### src/rtl/mul_seq_engine.sv
// Sequential radix-2 shift-add multiplier that fetches two WIDTH-bit operands from
// byte-wide data memory and writes the 2*WIDTH-bit product back little-endian.
module mul_seq_engine #(
    parameter int WIDTH  = 8,
    parameter int ADDR_W = 8,
    parameter int BASE   = 0
) (
    input  logic              clk,
    input  logic              reset,
    input  logic              start,
    input  logic              signed_mode,
    input  logic [7:0]        mem_rd_data,
    output logic [ADDR_W-1:0] mem_addr,
    output logic              mem_wr_en,
    output logic [7:0]        mem_wr_data,
    output logic              busy,
    output logic              done,
    output logic [2:0]        dbg_state
);

    // Handshake: a request is a high-to-low transition of start seen in S_IDLE;
    // done stays high in S_DONE until start is observed high again.
    localparam int NB = WIDTH / 8;
    localparam int CW = 6;

    typedef enum logic [2:0] {
        S_IDLE  = 3'd0,
        S_LOAD  = 3'd1,
        S_MUL   = 3'd2,
        S_STORE = 3'd3,
        S_DONE  = 3'd4
    } state_t;

    state_t state, state_n;

    logic              start_q;
    logic              mode_q;
    logic [CW-1:0]     cnt;
    logic [WIDTH-1:0]  a_reg;
    logic [WIDTH-1:0]  lo;
    logic [WIDTH:0]    hi;
    logic [WIDTH+1:0]  hi_x;
    logic [WIDTH+1:0]  a_x;
    logic [WIDTH+1:0]  sum;
    logic [2*WIDTH-1:0] prod;
    logic [7:0]        wr_byte;
    logic              request;
    logic              last_bit;

    assign request  = start_q & ~start;
    assign last_bit = (cnt == CW'(WIDTH - 1));
    assign hi_x     = {hi[WIDTH], hi};
    assign a_x      = {{2{mode_q & a_reg[WIDTH-1]}}, a_reg};
    assign prod     = {hi[WIDTH-1:0], lo};

    // The multiplier MSB carries negative weight in signed mode, so it subtracts A.
    always_comb begin
        sum = hi_x;
        if (lo[0]) begin
            if (mode_q && last_bit) sum = hi_x - a_x;
            else                    sum = hi_x + a_x;
        end
    end

    always_comb begin
        wr_byte = 8'h00;
        for (int k = 0; k < 2*NB; k++) begin
            if (cnt == CW'(k)) wr_byte = prod[8*k +: 8];
        end
    end

    always_ff @(posedge clk or posedge reset) begin
        if (reset) state <= S_IDLE;
        else       state <= state_n;
    end

    always_comb begin
        state_n     = state;
        mem_addr    = ADDR_W'(BASE);
        mem_wr_en   = 1'b0;
        mem_wr_data = 8'h00;
        busy        = 1'b0;
        done        = 1'b0;
        case (state)
            S_IDLE: begin
                if (request) state_n = S_LOAD;
            end
            S_LOAD: begin
                busy     = 1'b1;
                mem_addr = ADDR_W'(BASE) + ADDR_W'(cnt);
                if (cnt == CW'(2*NB - 1)) state_n = S_MUL;
            end
            S_MUL: begin
                busy = 1'b1;
                if (last_bit) state_n = S_STORE;
            end
            S_STORE: begin
                busy        = 1'b1;
                mem_addr    = ADDR_W'(BASE + 2*NB) + ADDR_W'(cnt);
                mem_wr_en   = 1'b1;
                mem_wr_data = wr_byte;
                if (cnt == CW'(2*NB - 1)) state_n = S_DONE;
            end
            S_DONE: begin
                done = 1'b1;
                if (start) state_n = S_IDLE;
            end
            default: state_n = S_IDLE;
        endcase
    end

    assign dbg_state = state;

    always_ff @(posedge clk or posedge reset) begin
        if (reset) begin
            start_q <= 1'b1;
            mode_q  <= 1'b0;
            cnt     <= '0;
            a_reg   <= '0;
            hi      <= '0;
            lo      <= '0;
        end else begin
            start_q <= start;
            if (state_n != state || state == S_IDLE || state == S_DONE) cnt <= '0;
            else                                                      cnt <= cnt + 1'b1;
            case (state)
                S_IDLE: begin
                    if (request) begin
                        mode_q <= signed_mode;
                        hi     <= '0;
                    end
                end
                S_LOAD: begin
                    for (int k = 0; k < NB; k++) begin
                        if (cnt == CW'(k))      a_reg[8*k +: 8] <= mem_rd_data;
                        if (cnt == CW'(NB + k)) lo[8*k +: 8]    <= mem_rd_data;
                    end
                end
                S_MUL: begin
                    hi <= sum[WIDTH+1:1];
                    lo <= {sum[0], lo[WIDTH-1:1]};
                end
                default: ;
            endcase
        end
    end

endmodule

### config.mk
export PLATFORM = sky130hd
export DESIGN_NAME = mul_seq_engine
export DESIGN_NICKNAME = d
export VERILOG_FILES = /design/src/rtl/mul_seq_engine.sv
export SDC_FILE = /design/constraint.sdc
export NUM_CORES = 1
export LEC_CHECK = 0
export ABC_AREA = 1
export CAP_MARGIN = 20
export CORE_MARGIN = 8
export CORE_UTILIZATION = 59
export DETAILED_ROUTE_END_ITERATION = 12
export GPL_TIMING_DRIVEN = 0
export PLACE_DENSITY_LB_ADDON = 0.2
export SYNTH_ARGS = -nofsm -noshare
export SYNTH_HDL_FRONTEND = slang
export SYNTH_SLANG_ARGS = --single-unit
### constraint.sdc
create_clock -name clk -period 6 [get_ports clk]
set_input_delay 0.9 -clock clk [delete_from_list [all_inputs] [get_ports clk]]
set_output_delay 0.9 -clock clk [all_outputs]
set_load 0.005 [all_outputs]
=== After elaboration in Yosys (flattened, before gate mapping) ===
Cells that the tools add are included.

* $add $sub $neg: 4
* Eq/ne operators: 10
* Muxes and demuxes: 20
* Bitwise logic cells: 3
* Reductions and logical operators: 13

{| class="wikitable"
|+ Operator list
! operator !! count
|-
| $mux W8 || 4
|-
| $mux W10 || 2
|-
| $pmux W9 S2 || 1
|-
| $pmux W8 S2 || 1
|-
| $mux W3 || 5
|-
| $pmux W3 S5 || 1
|-
| $pmux W7 S2 || 1
|-
| $add A9 B9 Y10 || 1
|-
| $sub A9 B9 Y10 || 1
|-
| $mux W9 || 1
|-
| $reduce_and A2 Y1 || 4
|-
| $add A2 B6 Y7 const A || 1
|-
| $add A6 B1 Y6 const B || 1
|-
| $eq A3 B2 Y1 const B || 2
|-
| $eq A6 B1 Y1 const B || 1
|-
| $eq A6 B3 Y1 const B || 1
|-
| $logic_not A6 Y1 || 1
|-
| $mux W6 || 1
|-
| $ne A2 B2 Y1 const B || 3
|-
| $reduce_bool A2 Y1 || 2
|-
| $eq A3 B1 Y1 const B || 1
|-
| $eq A3 B3 Y1 const B || 1
|-
| $logic_not A3 Y1 || 1
|-
| $mux W1 || 3
|-
| 7 further kinds || 9
|}

* Register bits: 36
* Output and inout bits: 22

=== Depth between registers and ports, before layout ===
* Depth in word-level cells: 8
* Mapped depth: 19

=== Least setup slack after synthesis ===
OpenSTA, ideal clock, no wires.

* Kind: flip-flop to flip-flop
* Start: register cnt[0]
* End: register hi[8]
* Library setup time: 0.117 ns
* Arrival time: 2.286 ns
* Data required time: 5.883 ns
* Slack: 3.596 ns
* Cell stages (with the launch flop): 16
* Buffers on the path: 0
* Cell sequence: dfrtp_1 -> ha_1 -> nand2_1 -> inv_1 -> nand4_1 -> inv_1 -> a31oi_1 -> xor2_1 -> ha_1 -> a21o_1 -> a21oi_1 -> nand2_1 -> nor2_1 -> nand3_1 -> nand3_1 -> nand2_1

* Word-level cells in the longest chain between the ends: 5

{| class="wikitable"
|+ RTL lines
! what !! RTL line !! RTL
|-
| start, declared || 38 || <nowiki>logic [CW-1:0] cnt;</nowiki>
|-
| start signal, assigned || 125 || <nowiki>else cnt <= cnt + 1'b1;</nowiki>
|-
| $eq A6 B3 Y1 || 51 || <nowiki>assign last_bit = (cnt == CW'(WIDTH - 1));</nowiki>
|-
| $logic_and A1 B1 Y1 || 60 || <nowiki>if (mode_q && last_bit) sum = hi_x - a_x;</nowiki>
|-
| $mux W10 || 60 ||
|-
| $mux W10 || 59 || <nowiki>if (lo[0]) begin</nowiki>
|-
| $pmux W9 S2 || 126 || <nowiki>case (state)</nowiki>
|-
| end signal, assigned || 140 || <nowiki>hi <= sum[WIDTH+1:1];</nowiki>
|-
| end, declared || 41 || <nowiki>logic [WIDTH:0] hi;</nowiki>
|}

No other way between the ends. The select of a mux whose other input is x is not followed.
A chain may end at the register's enable or synchronous reset.

=== Final worst setup path ===
* Start: register state[0] (netlist: dbg_state[0])
* End: output mem_wr_data[0]

* Word-level cells in the longest chain between the ends: 2

{| class="wikitable"
|+ RTL lines
! what !! RTL line !! RTL
|-
| start, declared || 34 || <nowiki>state_t state, state_n;</nowiki>
|-
| start signal, assigned || 74 || <nowiki>else state <= state_n;</nowiki>
|-
| $eq A3 B2 Y1 || 84 || <nowiki>case (state)</nowiki>
|-
| $mux W8 || 84 ||
|-
| end, declared || 15 || <nowiki>output logic [7:0] mem_wr_data,</nowiki>
|}

No other way between the ends.

==> impl_metrics.py <==
metrics = {
    "critical_path": {
        "cp.required_ps": 5100,
        "crit_top_cell": "nand2_1",
        "slowest_stage": "clkdlybuf4s50_1",
        "critPathMaxFanout": 9,
        "start_kind": "register",
        "worstSetupEndpointType": "primary output",
        "crit_chain": "inv_2, nor2_2, nand2_1, inv_1, nand2_1, o32ai_1, clkdlybuf4s50_1",
        "cpPeakStageDelay_ps": 570,
        "cp.arrival_ps": 2370,
        "worst-setup-path-type": "register to primary output",
    },
    "final_layout": {
        "drive_gt1_frac": 0.0860,
        "multiInputGateArea_mm2": 0.00134,
        "diodes": 0,
        "final_util": 0.745,
        "seqCellArea_um2": 902,
        "nFillCells": 321,
        "fin_nets": 398,
        "area_delta_synth_final_pct": 20.7,
        "largest_reg_flops": 9,
    },
    "global_route": {
        "antenna_found_initial": 0,
        "grt_usage": 0.204,
        "grt_pass1_wl_um": 10600,
        "grt_overflow": 0,
        "grt_max_degree": 21,
        "grt_pass1_vias": 2378,
    },
    "yosys": {
        "async_reset_ff_frac": 1.00,
        "ys.flop_type": "dfrtp_1",
        "synth_cell_types": 39,
        "syn_area_mm2": 0.00250,
        "ys_warn_count": 0,
        "synth.net_count": 358,
        "syn_inst": 331,
        "synth_edf_count": 0,
        "avgSynthCellArea_um2": 7.56,
        "ys_seq_area_frac": 0.360,
        "ys_ff_latch": 36,
    },
    "place": {
        "hpwl_um": 4850,
        "dp_worst_setup_slack_ps": 3080,
        "routabilityCongestion": 0.901,
        "io_buffers": 32,
    },
    "clock_network": {
        "clk_latency_ps": 300,
        "cts.clk_slew.worst_paths_ps": 70,
        "cts-root-buf": "clkbuf_8",
        "hold_buffers": 0,
        "htree_levels": 2,
        "cts_buffer_depth": 2,
        "cts_tree": "yes",
        "clock-sinks": 36,
        "cts_buffers": 5,
        "post_cts_resized": 0,
        "cts_setup_buffers": 0,
    },
    "pwr": {
        "cellLeakagePower_uw": 0.00148,
        "power_density_mw_per_mm2": 494,
        "peakVddDrop_uv": 344,
    },
    "timing": {
        "finalSetupTns_ps": 0,
        "tightest_slew_ps": 736,
        "whs_ps": 531,
        "setup_viol": 0,
        "finalWorstSetupSlack_ps": 2730,
        "layout_min_cycle_time_ps": 3270,
        "fmax_mhz": 306,
        "slew_headroom": 0.509,
        "final_hold_viol_count": 0,
        "clock_skew_ps": 2.25,
        "rsz0062_at_grt": "no",
        "period_share": 0.545,
        "maxSlewViolCount": 0,
    },
    "die": {
        "io-pin-count": 34,
        "coreArea_mm2": 0.00406,
        "row_count": 23,
        "die_w_um": 81.1,
        "chipHeight_um": 81.1,
        "start_util": 0.617,
        "die_area_mm2": 0.00658,
    },
    "run_status": {
        "status": "finished, final reports clean",
    },
    "route": {
        "drtAntennaViolNets": 0,
        "firstDrtPassIters": 4,
        "vias": 2388,
        "routed_via_density": 5.66,
        "wire_per_inst_um": 14.6,
        "route.detailed.drc": 0,
        "wirelength_um": 6180,
        "drt_iter0_drc": 137,
    },
    "run": {
        "maxCapViolations": 0,
    },
    "min_path": {
        "worstHoldPathType": "register to register",
    },
}
==> logic make-up after synthesis <==
group                      Yosys count  synth area share
other                                1           0.00150
AOI/OAI and AO/OA                   77             0.188
buffers and inverters               65             0.104
DFF                                 36             0.360
and+or+nand+nor                    126             0.227
muxes                                2           0.00899
adders and majority gates           15            0.0780
xor gates and xnor gates             9            0.0315
==> critical path, delay by kind of cell, from the launching register on <==
family,cells,cell delay [ps]
buffers and inverters,3,780
AND/OR/NAND/NOR,3,500
flip-flops,1,450
AO/OA/AOI/OAI,1,340
==> layout make-up <==
type                    count  share of cell area
plain buffers               5              0.0120
clock buffers               6              0.0240
clock inverters             2              0.0116
inverters                  60              0.0745
multi-input cells         230               0.443
flip-flops and latches     36               0.299
well taps                  50              0.0207
repair buffers             33               0.115
==> cell usage in the layout, fill, tap and decap left out, types with 8 or more instances in the layout <==
cell             count
a21oi_1             23
clkdlybuf4s50_1     32
dfrtp_1             35
ha_1                14
inv_1               54
nand2_1             60
nand3_1             16
nor2_1              32
o211ai_1             8
o21ai_0             21
o32ai_1              8
xor2_1               9
==> path summary, 6_finish.rpt <==
path	from	end	slack, ps	cells past startpoint
max in group asynchronous	reset	start_q$_DFF_PP1_	4350	3
worst max register to register	cnt[1]$_DFF_PP0_	hi[5]$_DFFE_PP0P_	3080	15
worst min register to register	cnt[0]$_DFF_PP0_	cnt[0]$_DFF_PP0_	530	1
worst min-delay path	cnt[0]$_DFF_PP0_	cnt[0]$_DFF_PP0_	530	1
worst max-delay path	dbg_state[0]$_DFF_PP0_	mem_wr_data[0]	2730	7
min in group asynchronous	reset	lo[4]$_DFFE_PP0P_	1020	2
==> synthesized netlist by cell type (2+ instances only) <==
cell      number  share of area
buf_2          2         0.0040
o221ai_1       2         0.0070
xor2_1         9          0.031
mux2_2         2         0.0090
buf_4          2         0.0060
inv_1         54          0.081
nand2_1       60          0.090
inv_2          5         0.0075
nor2_1        32          0.048
o21ai_0       21          0.042
a31oi_1        2         0.0050
a21oi_1       23          0.046
nand3_1       16          0.032
nand4_1        3         0.0075
ha_1          14          0.070
o32ai_1        8          0.028
nor2_2         3         0.0075
dfrtp_1       35           0.35
a21o_1         3         0.0090
o22ai_1        3         0.0075
o21ai_1        3         0.0060
o211ai_1       8          0.024
nor3_1         5          0.010
==> per-layer routing <==
layer	routed length, um	global-route usage
met4	128	0.0768
met3	357	0.0519
met5	0	0
met1	2680	0.236
met2	3010	0.355
==> stage by stage <==
step | cell area [um2] | instances | power (uW)
2_1_floorplan | 2500 | 331 | 1030
3_3_place_gp | 2890 | 413 | 1240
3_5_place_dp | 2910 | 414 | 1270
4_1_cts | 3020 | 422 | 1500
5_1_grt | 3020 | 422 | 1650
6_report | 3020 | 422 | 1490
==> power breakdown <==
part / internal [uW] / switching, uW
Combinational: 329 / 543
Clock: 123 / 88.0
Sequential: 336 / 73.6
(Power assumes the default switching activity.)
